## src/rtl/imem_sync_if.sv

```systemverilog
// Fetch / program-load bus between the PC stage, the loader and imem_sync.
// With IMEM_PARITY_EN defined the bus also carries ld_par_flip and par_err.
interface imem_sync_if #(
  parameter int DATA_W = 32,
  parameter int ADDR_W = 16
);
  logic              fetch_req;
  logic [ADDR_W-1:0] pc;
  logic              stall;
  logic [DATA_W-1:0] instr;
  logic              instr_valid;
  logic              instr_oor;
  logic              ready;
  logic              ld_en;
  logic [ADDR_W-1:0] ld_addr;
  logic [DATA_W-1:0] ld_data;
  logic              ld_ack;
`ifdef IMEM_PARITY_EN
  logic              ld_par_flip;
  logic              par_err;

  modport master (
    output fetch_req, pc, stall, ld_en, ld_addr, ld_data, ld_par_flip,
    input  instr, instr_valid, instr_oor, ready, ld_ack, par_err
  );
  modport slave (
    input  fetch_req, pc, stall, ld_en, ld_addr, ld_data, ld_par_flip,
    output instr, instr_valid, instr_oor, ready, ld_ack, par_err
  );
`else
  modport master (
    output fetch_req, pc, stall, ld_en, ld_addr, ld_data,
    input  instr, instr_valid, instr_oor, ready, ld_ack
  );
  modport slave (
    input  fetch_req, pc, stall, ld_en, ld_addr, ld_data,
    output instr, instr_valid, instr_oor, ready, ld_ack
  );
`endif
endinterface

```

## src/rtl/imem_sync.sv

```systemverilog
// Runtime-loadable instruction RAM with a registered one-cycle fetch and stall hold.
// After reset it clears every word to NOOP; IMEM_PARITY_EN adds a stored parity bit per word.
module imem_sync #(
  parameter int DATA_W = 32,
  parameter int ADDR_W = 16,
  parameter int DEPTH  = 64
) (
  input logic        clk,
  input logic        rst_n,
  imem_sync_if.slave bus
);
  localparam int IDX_W = (DEPTH > 1) ? $clog2(DEPTH) : 1;
`ifdef IMEM_PARITY_EN
  localparam int PAR_W = 1;
`else
  localparam int PAR_W = 0;
`endif
  localparam int WORD_W = DATA_W + PAR_W;
  // One extra bit so DEPTH == 2**ADDR_W is representable for the range compare.
  localparam logic [ADDR_W:0]  DEPTH_L = (ADDR_W + 1)'(DEPTH);
  localparam logic [IDX_W-1:0] LAST    = IDX_W'(DEPTH - 1);

  typedef enum logic {CLEAR, RUN} state_e;

  typedef struct packed {
    logic [DATA_W-1:0] instr;
    logic              valid;
    logic              oor;
    logic              perr;
  } rsp_t;

  logic [WORD_W-1:0] mem [DEPTH];

  state_e            state_q, state_d;
  logic [IDX_W-1:0]  ptr_q, ptr_d;
  logic              ready_q, ready_d;
  logic              ack_q, ack_d;
  rsp_t              rsp_q, rsp_d;

  logic              wr_en;
  logic [IDX_W-1:0]  wr_idx;
  logic [WORD_W-1:0] wr_word;
  logic [WORD_W-1:0] ld_word;
  logic [WORD_W-1:0] rd_word;
  logic [DATA_W-1:0] rd_data;
  logic              rd_perr;
  logic              pc_in, ld_in, accept;

  assign pc_in   = ({1'b0, bus.pc} < DEPTH_L);
  assign ld_in   = ({1'b0, bus.ld_addr} < DEPTH_L);
  assign accept  = bus.fetch_req & ready_q & ~bus.stall;
  // Index is only consumed when pc_in holds, so no aliasing for non-power-of-two DEPTH.
  assign rd_word = mem[bus.pc[IDX_W-1:0]];
  assign rd_data = rd_word[DATA_W-1:0];

`ifdef IMEM_PARITY_EN
  assign ld_word = {(^bus.ld_data) ^ bus.ld_par_flip, bus.ld_data};
  assign rd_perr = rd_word[DATA_W] ^ (^rd_data);
`else
  assign ld_word = bus.ld_data;
  assign rd_perr = 1'b0;
`endif

  always_comb begin
    state_d = state_q;
    ptr_d   = ptr_q;
    ready_d = ready_q;
    ack_d   = 1'b0;
    rsp_d   = rsp_q;
    wr_en   = 1'b0;
    wr_idx  = ptr_q;
    wr_word = '0;
    case (state_q)
      CLEAR: begin
        wr_en = 1'b1;
        ptr_d = ptr_q + IDX_W'(1);
        if (ptr_q == LAST) begin
          state_d = RUN;
          ready_d = 1'b1;
          ptr_d   = '0;
        end
      end
      default: begin
        ack_d = bus.ld_en & ready_q;
        // Out-of-range loads are acknowledged but never written.
        if (bus.ld_en && ready_q && ld_in) begin
          wr_en   = 1'b1;
          wr_idx  = bus.ld_addr[IDX_W-1:0];
          wr_word = ld_word;
        end
        if (ready_q && !bus.stall) begin
          rsp_d.valid = accept;
          rsp_d.oor   = accept & ~pc_in;
          rsp_d.perr  = accept & pc_in & rd_perr;
          if (accept) rsp_d.instr = pc_in ? rd_data : '0;
        end
      end
    endcase
  end

  always_ff @(posedge clk or negedge rst_n) begin
    if (!rst_n) begin
      state_q <= CLEAR;
      ptr_q   <= '0;
      ready_q <= 1'b0;
      ack_q   <= 1'b0;
      rsp_q   <= '0;
    end else begin
      state_q <= state_d;
      ptr_q   <= ptr_d;
      ready_q <= ready_d;
      ack_q   <= ack_d;
      rsp_q   <= rsp_d;
    end
  end

  // Array is not reset; CLEAR overwrites it. The read above sees the pre-write word.
  always_ff @(posedge clk) begin
    if (wr_en) mem[wr_idx] <= wr_word;
  end

  assign bus.instr       = rsp_q.instr;
  assign bus.instr_valid = rsp_q.valid;
  assign bus.instr_oor   = rsp_q.oor;
  assign bus.ready       = ready_q;
  assign bus.ld_ack      = ack_q;
`ifdef IMEM_PARITY_EN
  assign bus.par_err     = rsp_q.perr;
`endif
endmodule

```

## src/flat_wrapper.sv

```systemverilog
// flat-port wrapper written by rule: the top's interface ports become plain ports
module imem_sync_flat 
#(
  parameter int DATA_W = 32,
  parameter int ADDR_W = 16,
  parameter int DEPTH  = 64
)
  (clk, rst_n, bus_fetch_req, bus_pc, bus_stall, bus_ld_en, bus_ld_addr, bus_ld_data, bus_instr, bus_instr_valid, bus_instr_oor, bus_ready, bus_ld_ack);
  imem_sync_if #(.DATA_W(DATA_W), .ADDR_W(ADDR_W)) bus_i ();
  input logic clk;
  input logic rst_n;
  input wire logic [$bits(bus_i.fetch_req)-1:0] bus_fetch_req;
  input wire logic [$bits(bus_i.pc)-1:0] bus_pc;
  input wire logic [$bits(bus_i.stall)-1:0] bus_stall;
  input wire logic [$bits(bus_i.ld_en)-1:0] bus_ld_en;
  input wire logic [$bits(bus_i.ld_addr)-1:0] bus_ld_addr;
  input wire logic [$bits(bus_i.ld_data)-1:0] bus_ld_data;
  output wire logic [$bits(bus_i.instr)-1:0] bus_instr;
  output wire logic [$bits(bus_i.instr_valid)-1:0] bus_instr_valid;
  output wire logic [$bits(bus_i.instr_oor)-1:0] bus_instr_oor;
  output wire logic [$bits(bus_i.ready)-1:0] bus_ready;
  output wire logic [$bits(bus_i.ld_ack)-1:0] bus_ld_ack;
  assign bus_i.fetch_req = bus_fetch_req;
  assign bus_i.pc = bus_pc;
  assign bus_i.stall = bus_stall;
  assign bus_i.ld_en = bus_ld_en;
  assign bus_i.ld_addr = bus_ld_addr;
  assign bus_i.ld_data = bus_ld_data;
  assign bus_instr = bus_i.instr;
  assign bus_instr_valid = bus_i.instr_valid;
  assign bus_instr_oor = bus_i.instr_oor;
  assign bus_ready = bus_i.ready;
  assign bus_ld_ack = bus_i.ld_ack;
  imem_sync #(.DATA_W(DATA_W), .ADDR_W(ADDR_W), .DEPTH(DEPTH)) u_core (.clk(clk), .rst_n(rst_n), .bus(bus_i));
endmodule
```

## config.mk

```make
export PLATFORM = sky130hd
export DESIGN_NAME = imem_sync_flat
export DESIGN_NICKNAME = d
export VERILOG_FILES = /design/src/rtl/imem_sync_if.sv /design/src/rtl/imem_sync.sv /design/src/flat_wrapper.sv
export SDC_FILE = /design/constraint.sdc
export NUM_CORES = 2
export LEC_CHECK = 0
export CORE_MARGIN = 4
export CORE_UTILIZATION = 35
export DETAILED_ROUTE_END_ITERATION = 7
export MAX_ROUTING_LAYER = met4
export SYNTH_ARGS = -nofsm -noshare
export SYNTH_HDL_FRONTEND = slang
export SYNTH_SLANG_ARGS = --single-unit
```

## constraint.sdc

```tcl
create_clock -name clk -period 10.3 [get_ports clk]
set_clock_uncertainty 0.1 [all_clocks]
set_input_delay 2.06 -clock clk [delete_from_list [all_inputs] [get_ports clk]]
set_output_delay 2.06 -clock clk [all_outputs]
set_load 0.1 [all_outputs]
```

==> run_results.csv <==
group,metric,value,unit
synth,seq_area_frac_synth,0.773,
sta,hold_viol,0,
cts,clkSlewWorstSetupHoldPaths,60,ps
setup_path,r2r_start,"u_core.bus.ready$_DFFE_PN0P_",
global_route,grt_max_degree,93,
setup_path,worstPathRequired,10640,ps
hold_path,hold_path_end,"u_core.bus.instr_oor$_DFFE_PN0P_",
synth,yosysMostFrequentCell,"edfxtp_1",
synth,ys_top_cells_by_area,"edfxtp_1, mux4_2, mux2i_1",
job,max_cap_violations,0,
die,core_area,230000,um2
synth,ys_warn_count,0,
sta,max_freq,0.148,GHz
cells_and_area,finalNetCount,4068,
sta,drv_slew,0,
cells_and_area,fin_util,0.402,
synth,ys.flop_type,"edfxtp_1",
detailed_routing,antenna_left,0,
power,vdd_drop_max,0.178,mV
sta,min_period_over_period,0.656,
synth,synth_area,81000,um2
hold_path,hold_class,"flip-flop to flip-flop",
placement,place_hpwl,136000,um
cts,cts_max_path_buffers,3,
setup_path,start_kind,"input port",
detailed_routing,drtPass1Iterations,6,
detailed_routing,vias,40000,
cells_and_area,drive_gt1_frac,0.221,
sta,rsz0062_at_grt,"false",
cts,clock-sinks,2091,
detailed_routing,drc,0,
synth,syn-num-nets,3860,
hold_path,holdPathStages,1,
global_route,grt_usage,0.196,
synth,async_flop_share,0.0206,
hold_path,holdCritStartpoint,"u_core.bus.instr_oor$_DFFE_PN0P_",
synth,synth_edf_count,2048,
setup_path,worstPathMaxFanout,32,
sta,final.setup.tns,0,ps
setup_path,reg2reg_slack,5060,ps
setup_path,reg2reg_depth,6,
cts,htreeDepth,4,
global_route,grt.overflow.total,0,
global_route,grt_pass1_wl,319000,um
setup_path,cp-end-kind,"flip-flop",
die,ios,105,
placement,port_buffers,104,
global_route,antenna_found_initial,20,
setup_path,arrival,7090,ps
detailed_routing,first_iter_violations,4786,
cts,cts_resized,0,
detailed_routing,drt-wirelength-per-cell,31.9,um
die,start_util,0.352,
cts,cts_tree,"built",
setup_path,critPathKind,"input port to flip-flop",
placement,gp_congestion,0.925,
synth,yosysTopAreaCell,"edfxtp_1",
die,die_area,239000,um2
cells_and_area,areaGrowthSynthToFinish,14.2,%
outcome,outcome,"complete, no violations",
cts,post_cts_buffers,0,
synth,ys_top_cells_by_count,"edfxtp_1, mux4_2, mux2i_1, a22oi_1, a21oi_1",
setup_path,r2r_end,"u_core.mem[11][21]$_DFFE_PP_",
synth,yosys_register_bits,2091,
power,power.leakage,24.3,nW
synth,syn_inst,3790,
detailed_routing,wl,230000,um
detailed_routing,vias_per_cell,5.55,
synth,yosysUniqueCellTypes,62,
sta,worst_pin_slew,1290,ps
cts,cts_buffers,205,
cts,clk_latency,850,ps
synth,postSynthAreaPerCell,21.4,um2
die,die_w,489,um
cts,cts_root_buf,"clkbuf_16",
synth,synth.top_cell.area_share,0.759,
die,die_h,489,um
sta,relSlewSlack,0.135,
power,power.density,184,nW/um2
sta,setup_viol_count_final,0,
cts,hold_buffers,0,
die,rows,176,
sta,period_needed,6750,ps
global_route,grt_pass1_vias,39400,
==> cell type report <==
| type | instances | area, um2 |
|---|---|---|
| Antenna cell | 5 | 12.5 |
| Clock buffer | 268 | 5540 |
| Clock inverter | 113 | 1090 |
| Fill cell | 20000 | 138000 |
| Inverter | 5 | 18.8 |
| Multi-Input combinational cell | 1484 | 17500 |
| Sequential cell | 2091 | 62600 |
| Tap cell | 3026 | 3790 |
| Timing Repair Buffer | 211 | 1930 |
==> cell families after synthesis <==
logic type / count (synthesis) / share of synthesized area
fa+ha+maj: 1 / 0.000154
flops: 2091 / 0.773
simple gates: 356 / 0.0224
compound gates: 379 / 0.0332
mux: 745 / 0.153
buf+inv: 215 / 0.0181
xor+xnor: 3 / 0.000325
==> stage by stage <==
step | instance area [um2] | instances | hold slack [ps] | power, W | setup WS [ps]
3_5_place_dp | 85800 | 6817 | 372 | 0.00980 | 2720
5_1_grt | 92500 | 7201 | 445 | 0.0175 | 3260
2_1_floorplan | 81000 | 3790 | 387 | 0.00965 | 4750
6_report | 92500 | 7203 | 376 | 0.0170 | 3550
4_1_cts | 92500 | 7198 | 380 | 0.0171 | 3630
3_3_place_gp | 85800 | 6817 | 362 | 0.00980 | 2850
==> registers in the layout (all words and copies together), names as in the netlist <==
register / count
u_core.bus.ld_ack: 1
u_core.bus.ready: 1
u_core.state_q: 1
u_core.mem: 2048
u_core.ptr_q: 6
u_core.bus.instr: 32
u_core.bus.instr_valid: 1
u_core.bus.instr_oor: 1
==> where the power goes <==
| group | switching [W] | total, W | internal, W |
|---|---|---|---|
| Sequential | 0 | 0.00919 | 0.00919 |
| Combinational | 0.000275 | 0.000425 | 0.000150 |
| Clock | 0.00319 | 0.00741 | 0.00422 |
| Total | 0.00346 | 0.0170 | 0.0136 |
==> layout by cell type (no fill, tap or decap), drive strengths merged, types with 43 or more instances in the layout <==
cell           synthesis  routed
nand2                 59      59
nor2                  85      85
mux2i                339     339
clkinv                 0      85
a21oi                 89      89
edfxtp              2048    2048
a22oi                146     146
clkdlybuf4s50          0      99
buf                  136     112
clkbuf                74     268
nand3                 57      57
mux4                 393     393
dfrtp                 43      43
nor2b                 57      57
==> how the worst max path moves through the flow <==
stage	to	slack, ps	startpoint
after floorplan	u_core.mem[16][0]$_DFFE_PP_	4750	bus_ld_addr[11]
after CTS	u_core.mem[11][21]$_DFFE_PP_	3630	bus_ld_addr[14]
after global routing	u_core.mem[11][21]$_DFFE_PP_	3260	bus_ld_addr[8]
final	u_core.mem[11][21]$_DFFE_PP_	3550	bus_ld_addr[14]
after detailed placement	u_core.mem[11][21]$_DFFE_PP_	2720	bus_ld_addr[13]
after global placement	u_core.mem[11][7]$_DFFE_PP_	2850	bus_ld_addr[14]
==> layer usage <==
| layer | share of wire | track usage |
|---|---|---|
| met2 | 0.49 | 0.312 |
| met3 | 0.082 | 0.0414 |
| met5 | 0 | - |
| met1 | 0.39 | 0.248 |
| met4 | 0.043 | 0.0747 |
==> critical path: stages <==
cell and delay (ps):
clkdlybuf4s50_1 410, nor4_1 510, and4_2 830, buf_4 440, mux2i_1 590, nand3_1 920, nor2_4 1220
Power figures use the tool's default switching activity.
